## config.mk

```make
export PLATFORM = sky130hd
export DESIGN_NAME = dac_2ch_seq
export DESIGN_NICKNAME = d
export VERILOG_FILES = /design/src/rtl/dac_seq_pkg.sv /design/src/rtl/dac_word_fmt.sv /design/src/rtl/dac_2ch_seq.sv
export SDC_FILE = /design/constraint.sdc
export NUM_CORES = 1
export LEC_CHECK = 0
export CELL_PAD_IN_SITES_DETAIL_PLACEMENT = 1
export CELL_PAD_IN_SITES_GLOBAL_PLACEMENT = 2
export CORE_MARGIN = 5
export CORE_UTILIZATION = 35
export DETAILED_ROUTE_END_ITERATION = 7
export PLACE_DENSITY = 0.9
export SLEW_MARGIN = 20
export SYNTH_ARGS = -nofsm -noshare
export SYNTH_HDL_FRONTEND = slang
export SYNTH_SLANG_ARGS = --single-unit
```

## constraint.sdc

```tcl
create_clock -name clk_i -period 5 [get_ports clk_i]
set_clock_uncertainty 0.05 [all_clocks]
set_input_delay 1 -clock clk_i [delete_from_list [all_inputs] [get_ports clk_i]]
set_output_delay 1 -clock clk_i [all_outputs]
set_load 0.02 [all_outputs]
```

## src/rtl/dac_seq_pkg.sv

```systemverilog
// rtl/dac_seq_pkg.sv - shared states, widths and default commands for the DAC sequencer
package dac_seq_pkg;

  localparam int WORD_W  = 16;
  localparam int CMD_W   = 4;
  localparam int FIELD_W = WORD_W - CMD_W;

  localparam logic [CMD_W-1:0] DEF_CMD_A = 4'h3;
  localparam logic [CMD_W-1:0] DEF_CMD_B = 4'hB;

  localparam logic [2:0] S_IDLE = 3'd0;
  localparam logic [2:0] S_SEL  = 3'd1;
  localparam logic [2:0] S_STRB = 3'd2;
  localparam logic [2:0] S_WLO  = 3'd3;
  localparam logic [2:0] S_WHI  = 3'd4;
  localparam logic [2:0] S_LDAC = 3'd5;
  localparam logic [2:0] S_DONE = 3'd6;

  typedef enum logic [2:0] {
    ST_IDLE = S_IDLE,
    ST_SEL  = S_SEL,
    ST_STRB = S_STRB,
    ST_WLO  = S_WLO,
    ST_WHI  = S_WHI,
    ST_LDAC = S_LDAC,
    ST_DONE = S_DONE
  } state_t;

endpackage

```

## src/rtl/dac_word_fmt.sv

```systemverilog
// rtl/dac_word_fmt.sv - combinational formatter building the 16-bit DAC command word
import dac_seq_pkg::*;

module dac_word_fmt #(
  parameter int DATA_W = 12
) (
  input  logic              sel_b,
  input  logic [CMD_W-1:0]  cmd_a,
  input  logic [CMD_W-1:0]  cmd_b,
  input  logic [DATA_W-1:0] data_a,
  input  logic [DATA_W-1:0] data_b,
  output logic [WORD_W-1:0] word
);

  logic [CMD_W-1:0]  cmd;
  logic [DATA_W-1:0] data;

  // pick the channel's command nibble and sample, then pack {cmd, data}
  always_comb begin
    cmd  = sel_b ? cmd_b : cmd_a;
    data = sel_b ? data_b : data_a;
    word = {cmd, FIELD_W'(data)};
  end

endmodule

```

## src/rtl/dac_2ch_seq.sv

```systemverilog
// rtl/dac_2ch_seq.sv - two-channel DAC update sequencer; DAC_SEQ_LDAC_EN adds the LDAC pulse
import dac_seq_pkg::*;

module dac_2ch_seq #(
  parameter int               DATA_W = 12,
  parameter logic [CMD_W-1:0] CMD_A  = DEF_CMD_A,
  parameter logic [CMD_W-1:0] CMD_B  = DEF_CMD_B,
  parameter int               TO_CYC = 4,
  parameter int               LDAC_W = 2
) (
  input  logic              clk_i,
  input  logic              rst_i,
  input  logic              start_i,
  input  logic [1:0]        ch_en_i,
  input  logic [DATA_W-1:0] ch_a_i,
  input  logic [DATA_W-1:0] ch_b_i,
  input  logic              eow_i,
  output logic              strw_o,
  output logic [WORD_W-1:0] word_o,
  output logic              busy_o,
  output logic              done_o,
  output logic              err_o,
  output logic              ldac_n_o
);

  localparam int               CNT_W    = $clog2(TO_CYC + 1);
  localparam logic [CNT_W-1:0] CNT_LAST = CNT_W'(TO_CYC - 1);

  state_t             state, state_n;
  logic [1:0]         pend;
  logic [DATA_W-1:0]  a_q, b_q;
  logic               cur_b;
  logic [CNT_W-1:0]   cnt;
  logic [WORD_W-1:0]  fmt_word;
  logic               accept, load_word, timeout, word_done;

  // channel A has priority, so B is selected only once A is no longer pending
  dac_word_fmt #(.DATA_W(DATA_W)) u_fmt (
    .sel_b  (~pend[0]),
    .cmd_a  (CMD_A),
    .cmd_b  (CMD_B),
    .data_a (a_q),
    .data_b (b_q),
    .word   (fmt_word)
  );

`ifdef DAC_SEQ_LDAC_EN
  localparam int                LCNT_W    = (LDAC_W > 1) ? $clog2(LDAC_W) : 1;
  localparam logic [LCNT_W-1:0] LCNT_LAST = LCNT_W'(LDAC_W - 1);
  logic [LCNT_W-1:0] lcnt;

  // count cycles spent in LDAC to size the load pulse
  always_ff @(posedge clk_i or posedge rst_i) begin
    if (rst_i)                 lcnt <= '0;
    else if (state == ST_LDAC) lcnt <= lcnt + 1'b1;
    else                       lcnt <= '0;
  end

  assign ldac_n_o = (state != ST_LDAC);
`else
  assign ldac_n_o = 1'b0;
`endif

  assign busy_o = (state != ST_IDLE);
  assign done_o = (state == ST_DONE);

  // state register
  always_ff @(posedge clk_i or posedge rst_i) begin
    if (rst_i) state <= ST_IDLE;
    else       state <= state_n;
  end

  // next-state decode and handshake strobes
  always_comb begin
    state_n   = state;
    strw_o    = 1'b0;
    accept    = 1'b0;
    load_word = 1'b0;
    timeout   = 1'b0;
    word_done = 1'b0;
    case (state)
      ST_IDLE: begin
        if (start_i) begin
          accept  = 1'b1;
          state_n = ST_SEL;
        end
      end
      ST_SEL: begin
        if (pend != 2'b00) begin
          load_word = 1'b1;
          state_n   = ST_STRB;
        end else begin
`ifdef DAC_SEQ_LDAC_EN
          state_n = ST_LDAC;
`else
          state_n = ST_DONE;
`endif
        end
      end
      ST_STRB: begin
        if (eow_i) begin
          strw_o  = 1'b1;
          state_n = ST_WLO;
        end
      end
      ST_WLO: begin
        if (!eow_i) begin
          state_n = ST_WHI;
        end else if (cnt == CNT_LAST) begin
          timeout = 1'b1;
          state_n = ST_DONE;
        end
      end
      ST_WHI: begin
        if (eow_i) begin
          word_done = 1'b1;
          state_n   = ST_SEL;
        end
      end
`ifdef DAC_SEQ_LDAC_EN
      ST_LDAC: begin
        if (lcnt == LCNT_LAST) state_n = ST_DONE;
      end
`endif
      ST_DONE: state_n = ST_IDLE;
      default: state_n = ST_IDLE;
    endcase
  end

  // timeout counter: cycles spent in WLO waiting for the writer to go busy
  always_ff @(posedge clk_i or posedge rst_i) begin
    if (rst_i)                                        cnt <= '0;
    else if (state == ST_WLO && state_n == ST_WLO)    cnt <= cnt + 1'b1;
    else                                              cnt <= '0;
  end

  // request latches, pending mask, word register and sticky error
  always_ff @(posedge clk_i or posedge rst_i) begin
    if (rst_i) begin
      pend   <= 2'b00;
      a_q    <= '0;
      b_q    <= '0;
      cur_b  <= 1'b0;
      word_o <= '0;
      err_o  <= 1'b0;
    end else begin
      if (accept) begin
        pend  <= ch_en_i;
        a_q   <= ch_a_i;
        b_q   <= ch_b_i;
        err_o <= 1'b0;
      end
      if (load_word) begin
        word_o <= fmt_word;
        cur_b  <= ~pend[0];
      end
      if (word_done) pend[cur_b] <= 1'b0;
      if (timeout) begin
        pend  <= 2'b00;
        err_o <= 1'b1;
      end
    end
  end

endmodule

```

### Yosys cells after proc, flatten, opt, wreduce, memory -nomap -nowiden

Index checks and enable logic that the tools add are counted.

* register bits: 50
* bits of input ports: 30
* output and inout bits: 21

* $add $sub $neg: 1
* order comparisons: 2
* equality and inequality tests: 7
* multiplexer cells: 27
* bitwise operators: 3
* reductions and logical operators: 6

Operators by type and width (number)
* two-way mux 3 bit: 7
* one-hot mux 3 bit (5 select lines): 1
* two-way mux 1 bit: 13
* == test 3 x 2 -> 1 bit (second input constant): 4
* two-way mux 12 bit: 1
* == test 3 bit (second input constant): 2
* two-way mux 2 bit: 3
* two-way mux 4 bit: 1
* nonzero test 2 bit: 2
* adder 3 x 1 -> 3 bit (second input constant): 1
* == test 3 x 1 -> 1 bit (second input constant): 1
* logical NOT 3 bit: 1
* nonzero test 3 bit: 1
* AND 2 bit: 1
* logical AND 1 bit: 2
* less-than comparator 1 x 2 -> 1 bit (second input constant): 1
* NOT 2 bit: 1
* demux 1 bit (select 1 bit): 1
* greater-or-equal comparator 1 bit (second input constant): 1
* NOT 1 bit: 1

### Longest topological paths before layout

Gate-level depths: netlist (run 1).

* depth in word-level cells: 8
* depth in mapped cells: 5
* depth with buffers taken out: 5

### Modules after synthesis

A second synthesis (run 1) with hierarchy kept.

* cell total of the unflattened synthesis: 159
* area, all modules: 2368.5 um^2

By module, submodules not included
* dac_2ch_seq: times used 1, cells each 141, area an instance 2119.5 um^2, sequential area each 1251.2 um^2
* dac_word_fmt: times used 1, cells each 18, area an instance 249.0 um^2, sequential area each 0.0 um^2

### Worst setup path before layout (run 1)

Ideal clock, no wire load.

* kind: input-to-output
* start point: in eow_i
* end point: out strw_o
* arrival: 1.697 ns
* required time: 3.950 ns
* path slack: 2.253 ns
* stages on the path: 1
* path buffers: 0
* cells stage by stage: nor4bb_1

* cells in the longest elaborated chain, start to end: 2

RTL lines
* from (decl): RTL line dac_2ch_seq.sv:17 `input logic eow_i,`
* two-way mux 1 bit: RTL line dac_2ch_seq.sv:101 `if (eow_i) begin`
* two-way mux 1 bit: RTL line dac_2ch_seq.sv:81 `case (state)`
* to (decl): RTL line dac_2ch_seq.sv:18 `output logic strw_o,`

Every way passes these cells.

### Worst setup path after layout (run 1)

Ends and elaborated chain as after synthesis.

==> results.yml, run 1 <==
status:
  status: "finished, final reports clean"
sta:
  hold_viol: 0
  worst_slew_pin_slew_ps: 806
  setup_violations: 0
  maxSlewViolCount: 0
  fmax_mhz: 283
  setup_tns_ps: 0
  period_needed_ps: 3530
  max_slew_margin_pct: 46.2
  rsz0062_at_grt: "no"
  finalCritPeriodShare_pct: 70.7
setup_path:
  crit_slowest_cell: "clkdlybuf4s50_1"
  cp.required_ps: 3950
  critPathArrivalTime_ps: 2480
  crit_fanout: 5
  critPathLaunchType: "input port"
  crit_buf_inv: 2
  critical_path_class: "in2out"
  cpPeakStageDelay_ps: 670
  cp_top_family: "buffers and inverters"
  path_cells: "clkdlybuf4s50_1 -> nor4bb_1 -> clkdlybuf4s50_1"
  cp-end-kind: "output port"
  cp_common_cell: "clkdlybuf4s50_1"
detailed_routing:
  first_pass_iters: 3
  drtIter0Drc: 32
  vias: 1248
  remaining_drc_errors: 0
  wirelength_um: 4170
  wire_per_inst_um: 15.6
  routed_via_density: 4.67
  ant_nets: 0
die:
  die_h_um: 87.2
  die_area_sq_mm: 0.00761
  rows: 28
  io_pins: 51
  dieWidth_um: 87.2
  start_util_pct: 35.7
  core_area_sq_mm: 0.00585
global_route:
  first_global_vias: 1421
  grt_first_pass_wirelength_um: 7300
  track_usage_pct: 12.6
  grt_max_degree: 48
  grt.overflow.total: 0
  antenna_found_initial: 0
clock_network:
  cts_setup_buffers: 0
  cts_buffers: 5
  clkSlewWorstSetupHoldPaths_ps: 80
  ctsRootBufferMaster: "clkbuf_8"
  cts_num_sinks: 47
  h-tree-depth: 2
  hold_buffers: 0
  clk_path_buf_depth: 2
  clock_latency_ps: 290
  cts_tree: "built"
  cts_resized: 0
cells_and_area:
  areaGrowthSynthToFinish_pct: 27.5
  fin_util_pct: 45.5
  layout-drive-gt1-share_pct: 14.1
  nets: 224
  num_antenna_cells: 0
worst_hold_path:
  hold_path.class: "reg2reg"
placed_design:
  dp_hpwl_um: 2960
  gp_congestion: 0.738
  io_buffers: 48
power:
  p_sw_mw: 0.526
  irDropWorstVdd_uv: 261
  pwr-share-seq_pct: 45.1
  leakage_nw: 1.12
  switching_share_pct: 33.8
  p_int_mw: 1.03
  power_density_mw_per_mm2: 586
  pwr-share-clk_pct: 14.7
  combPwrFrac_pct: 40.2
logic_synthesis:
  syn_area_sq_mm: 0.00209
  synth_top_area_share_pct: 56.4
  synth.area.top_cells: "dfrtp_1 (56%), mux2_1 (18%), mux2_2 (8.1%)"
  post_synth.cell_area_avg_sq_um: 14.1
  synth_cells: 148
  ys_seq_area_share_pct: 56.4
  synth_seq_cells: 47
  yosysTopAreaCell: "dfrtp_1"
  ys_types: 29
  yosysWarnings: 0
job:
  cap_viol_max_count: 0
-- path summary, 6_finish.rpt --
kind	cells past startpoint	slack, ps	endpoint	startpoint
max	3	1470	strw_o	eow_i
min	1	400	cnt[0]$_DFF_PP0_	cnt[0]$_DFF_PP0_
max reg2reg	3	2780	b_q[5]$_DFFE_PP0P_	state[2]$_DFF_PP0_
min reg2reg	1	400	cnt[0]$_DFF_PP0_	cnt[0]$_DFF_PP0_
max in group asynchronous	2	3320	state[1]$_DFF_PP0_	rst_i
min in group asynchronous	2	1100	a_q[11]$_DFFE_PP0P_	rst_i
-- through the flow --
| stage | hold WS (ps) | setup WS (ps) | area (sq um) | power [mW] | std cells |
|---|---|---|---|---|---|
| 3_3_place_gp | 375 | 1490 | 2570 | 1.33 | 260 |
| 6_report | 399 | 1470 | 2660 | 1.56 | 267 |
| 4_1_cts | 409 | 1460 | 2660 | 1.59 | 267 |
| 5_1_grt | 431 | 1400 | 2660 | 1.69 | 267 |
| 3_5_place_dp | 397 | 1470 | 2570 | 1.36 | 260 |
| 2_1_floorplan | 365 | 2250 | 2090 | 1.14 | 149 |
-- final cells by class --
type / count / area [sq um]
clock buffers: 6 / 82.6
clock inverters: 1 / 5.00
fillers: 597 / 3190
inverters: 6 / 23.8
multi-input cells: 83 / 792
flip-flops and latches: 47 / 1180
well taps: 75 / 93.8
repair buffers: 49 / 488
-- worst register-to-register path, stage by stage (launching register included) --
cell     delay [ps]
dfrtp_1         520
nor4b_4         770
buf_4           410
mux2_1          370
-- power groups by stage --
| stage | Sequential (mW) | Clock (mW) | Combinational, mW |
|---|---|---|---|
| 2_1_floorplan | 0.695 | 0 | 0.441 |
| 3_3_place_gp | 0.705 | 0 | 0.627 |
| 3_5_place_dp | 0.714 | 0 | 0.643 |
| 4_1_cts | 0.707 | 0.239 | 0.644 |
| 5_1_grt | 0.737 | 0.258 | 0.690 |
| 6_report | 0.703 | 0.229 | 0.626 |
-- cell usage in the layout, fill, tap and decap left out, drive strengths merged --
cell type and n:
a211oi 2, a21oi 4, and2 1, and3 2
and3b 1, buf 1, clkbuf 6, clkdlybuf4s50 48
clkinv 2, conb 2, dfrtp 47, ha 2
inv 5, mux2 48, mux2i 2, nand2 1
nand4b 1, nor2 4, nor3 4, nor3b 1
nor4b 1, nor4bb 1, o21a 1, o22ai 1
o32ai 1, or2 1, or3 1, or4 1
-- metal layers --
| layer | track usage, % | share of wire (%) | up-vias |
|---|---|---|---|
| met5 | 0 | 0 | - |
| met4 | 4.18 | 1.4 | 0 |
| met3 | 2.93 | 4.6 | 8 |
| met2 | 21.5 | 51 | 23 |
| met1 | 15.8 | 43 | 625 |
| li1 | - | - | 592 |
-- flip-flops by register name, summed over array words and instances, names as in the netlist --
signal,count
state,3
cnt,3
pend,2
word_o,14
b_q,12
a_q,12
err_o,1
-- cells by family after synthesis --
group | count (synthesis) | share of synthesized area [%]
simple gates | 20 | 6.77
mux | 50 | 26.9
buf+inv | 19 | 5.87
other cells | 1 | 0.180
fa+ha+maj | 2 | 1.20
compound gates | 9 | 2.76
flops | 47 | 56.4
-- cells in the mapped netlist --
library cell  instances
o22ai_1               1
nor4b_4               1
and2_1                1
a21oi_1               4
inv_1                 6
buf_2                 2
ha_1                  2
o21a_1                1
nor3b_2               1
mux2i_1               2
nor3_1                4
buf_4                 7
nand2_1               1
and3_1                2
or2_2                 1
dfrtp_1              47
nor4bb_1              1
nor2_1                4
a211oi_1              2
mux2_1               33
conb_1                1
o32ai_1               1
clkbuf_1              1
nand4b_1              1
mux2_2               15
and3b_1               1
or4_1                 1
buf_6                 3
or3_1                 1
No activity file was read; power rests on OpenSTA's default activity.
==> inputs of run 2 (changes only) <==
--- a/config.mk
+++ b/config.mk
@@ -8,9 +8,9 @@
 export CELL_PAD_IN_SITES_DETAIL_PLACEMENT = 1
 export CELL_PAD_IN_SITES_GLOBAL_PLACEMENT = 2
 export CORE_MARGIN = 5
-export CORE_UTILIZATION = 35
+export CORE_UTILIZATION = 33
 export DETAILED_ROUTE_END_ITERATION = 7
-export PLACE_DENSITY = 0.9
+export PLACE_DENSITY = 0.86
 export SLEW_MARGIN = 20
 export SYNTH_ARGS = -nofsm -noshare
 export SYNTH_HDL_FRONTEND = slang
==> constraint.sdc (replaced) <==
create_clock -name clk_i -period 3.6 [get_ports clk_i]
set_clock_uncertainty 0.05 [all_clocks]
set_input_delay 0.72 -clock clk_i [delete_from_list [all_inputs] [get_ports clk_i]]
set_output_delay 0.72 -clock clk_i [all_outputs]
set_load 0.02 [all_outputs]
==> run 2 against run 1 <==
Clock power up 50%. Worst hold slack got worse by 1.7 ps. Combinational power grew 40%. Global-route usage down 1.4 points. Power rose by 41%. Wire length shrank 1.2%. Die area grew 5.4%. Final cell count up 1.1%. Count of clock-buffer cells in the layout grew 1. Setup slack worse by 870 ps. Sequential cell count stayed put. Cell area up 0.71%. Highest routed layer unchanged.
==> results.yml, run 2 (synthesis results as in run 1) <==
die:
  rows: 29
  die_area_sq_mm: 0.00801
  core_area_sq_mm: 0.00624
  dieWidth_um: 89.5
  die_h_um: 89.5
  io_pins: 51
  start_util_pct: 33.4
clock_network:
  cts_tree: "built"
  clk_path_buf_depth: 2
  cts_buffers: 5
  clock_latency_ps: 290
  cts_num_sinks: 47
  h-tree-depth: 2
  hold_buffers: 0
  cts_resized: 0
  ctsRootBufferMaster: "clkbuf_8"
  cts_setup_buffers: 0
  clkSlewWorstSetupHoldPaths_ps: 80
placed_design:
  dp_hpwl_um: 2890
  io_buffers: 48
  gp_congestion: 0.747
  dpl_cell_area_sq_mm: 0.00257
  dp_slack_ps: 597
sta:
  hold_viol: 0
  rsz0062_at_grt: "no"
  finalCritPeriodShare_pct: 83.5
  period_needed_ps: 3000
  setup_violations: 0
  maxSlewViolCount: 0
  setup_slack_ps: 596
  setup_tns_ps: 0
  worst_slew_pin_slew_ps: 799
  max_slew_margin_pct: 46.6
  fmax_mhz: 333
setup_path:
  cp-end-kind: "output port"
  r2r_slack_ps: 1540
  critPathLaunchType: "input port"
  cp_top_family: "buffers and inverters"
  crit_buf_inv: 2
  crit-reg2reg-capture: "word_o[11]$_DFFE_PP0P_"
  crit_fanout: 5
  path_cells: "clkdlybuf4s50_1 -> nor4bb_1 -> clkdlybuf4s50_1"
  cp.required_ps: 2830
  r2r_start: "pend[0]$_DFF_PP0_"
  critPathArrivalTime_ps: 2230
  crit_slowest_cell: "clkdlybuf4s50_1"
  critical_path_class: "in2out"
  cp_common_cell: "clkdlybuf4s50_1"
  r2r.worst_path.cells: 2
  cpPeakStageDelay_ps: 670
cells_and_area:
  areaGrowthSynthToFinish_pct: 28.4
  layout_common_cells: "clkdlybuf4s50_1 (48), dfrtp_1 (47), mux2_1 (33)"
  design_area_sq_mm: 0.00268
  reg_top3: "word_o: 14 flops, a_q: 12 flops, b_q: 12 flops"
  final_common_cell: "clkdlybuf4s50_1"
  num_antenna_cells: 0
  largest_register_ffs: 14
  largest_register: "word_o"
  layout-drive-gt1-share_pct: 14.5
  nets: 224
detailed_routing:
  vias: 1279
  drtIter0Drc: 51
  remaining_drc_errors: 0
  wirelength_um: 4110
  routed_via_density: 4.74
  wire_per_inst_um: 15.2
  ant_nets: 0
  first_pass_iters: 2
global_route:
  grt_first_pass_wirelength_um: 6730
  grt.overflow.total: 0
  track_usage_pct: 11.2
  antenna_found_initial: 0
  grt_max_degree: 48
  first_global_vias: 1354
worst_hold_path:
  min_to: "cnt[0]$_DFF_PP0_"
  hold_path.class: "reg2reg"
  min-delay-start: "cnt[0]$_DFF_PP0_"
  holdPathStages: 1
job:
  cap_viol_max_count: 0
status:
  status: "finished, final reports clean"
power:
  irDropWorstVdd_uv: 330
  power_density_mw_per_mm2: 820
  leakage_nw: 1.12
[run 2: power by group]
part           internal (mW)  leakage [nW]  switching [mW]
registers              0.777         0.566           0.200
logic                  0.507         0.504           0.371
clock network          0.175        0.0505           0.169
[run 2: cell type report]
class	instances	area [sq um]
repair buffers	49	488
multi-input cells	83	792
clock buffers	7	96.3
fillers	644	3560
inverters	6	23.8
flip-flops and latches	47	1180
well taps	77	96.3
clock inverters	1	7.51
[run 2: worst max-delay path by stage]
| stage | start | slack [ps] | to | cells after the start |
|---|---|---|---|---|
| 2_1_floorplan | eow_i | 1410 | strw_o | 1 |
| 3_3_place_gp | eow_i | 660 | strw_o | 3 |
| 4_1_cts | eow_i | 600 | strw_o | 3 |
| 5_1_grt | eow_i | 510 | strw_o | 3 |
| 6_report | eow_i | 600 | strw_o | 3 |
| 3_5_place_dp | eow_i | 600 | strw_o | 3 |
[run 2: worst register-to-register path, cell delays in order, from the launching register on]
cell	delay, ps
dfrtp_1	810
o21a_1	680
mux2_2	410
[run 2: per-layer routing]
layer	part of all wire, %	GRT usage (%)	routed length (um)	vias to the layer above
met3	5.9	3.50	242	5
met4	0.92	2.84	38	0
met5	0	0	0	-
met1	44	14.0	1800	646
met2	50	18.8	2040	30
li1	-	-	-	598
[run 2: per-stage QoR]
step	hold WS, ps	total power [mW]	cells	util [%]
after floorplan	365	1.58	149	-
after CTS	399	2.24	270	42.9
after global placement	378	1.85	262	41.3
final	397	2.20	270	42.9
after detailed placement	388	1.89	262	41.3
after global routing	415	2.35	270	42.9
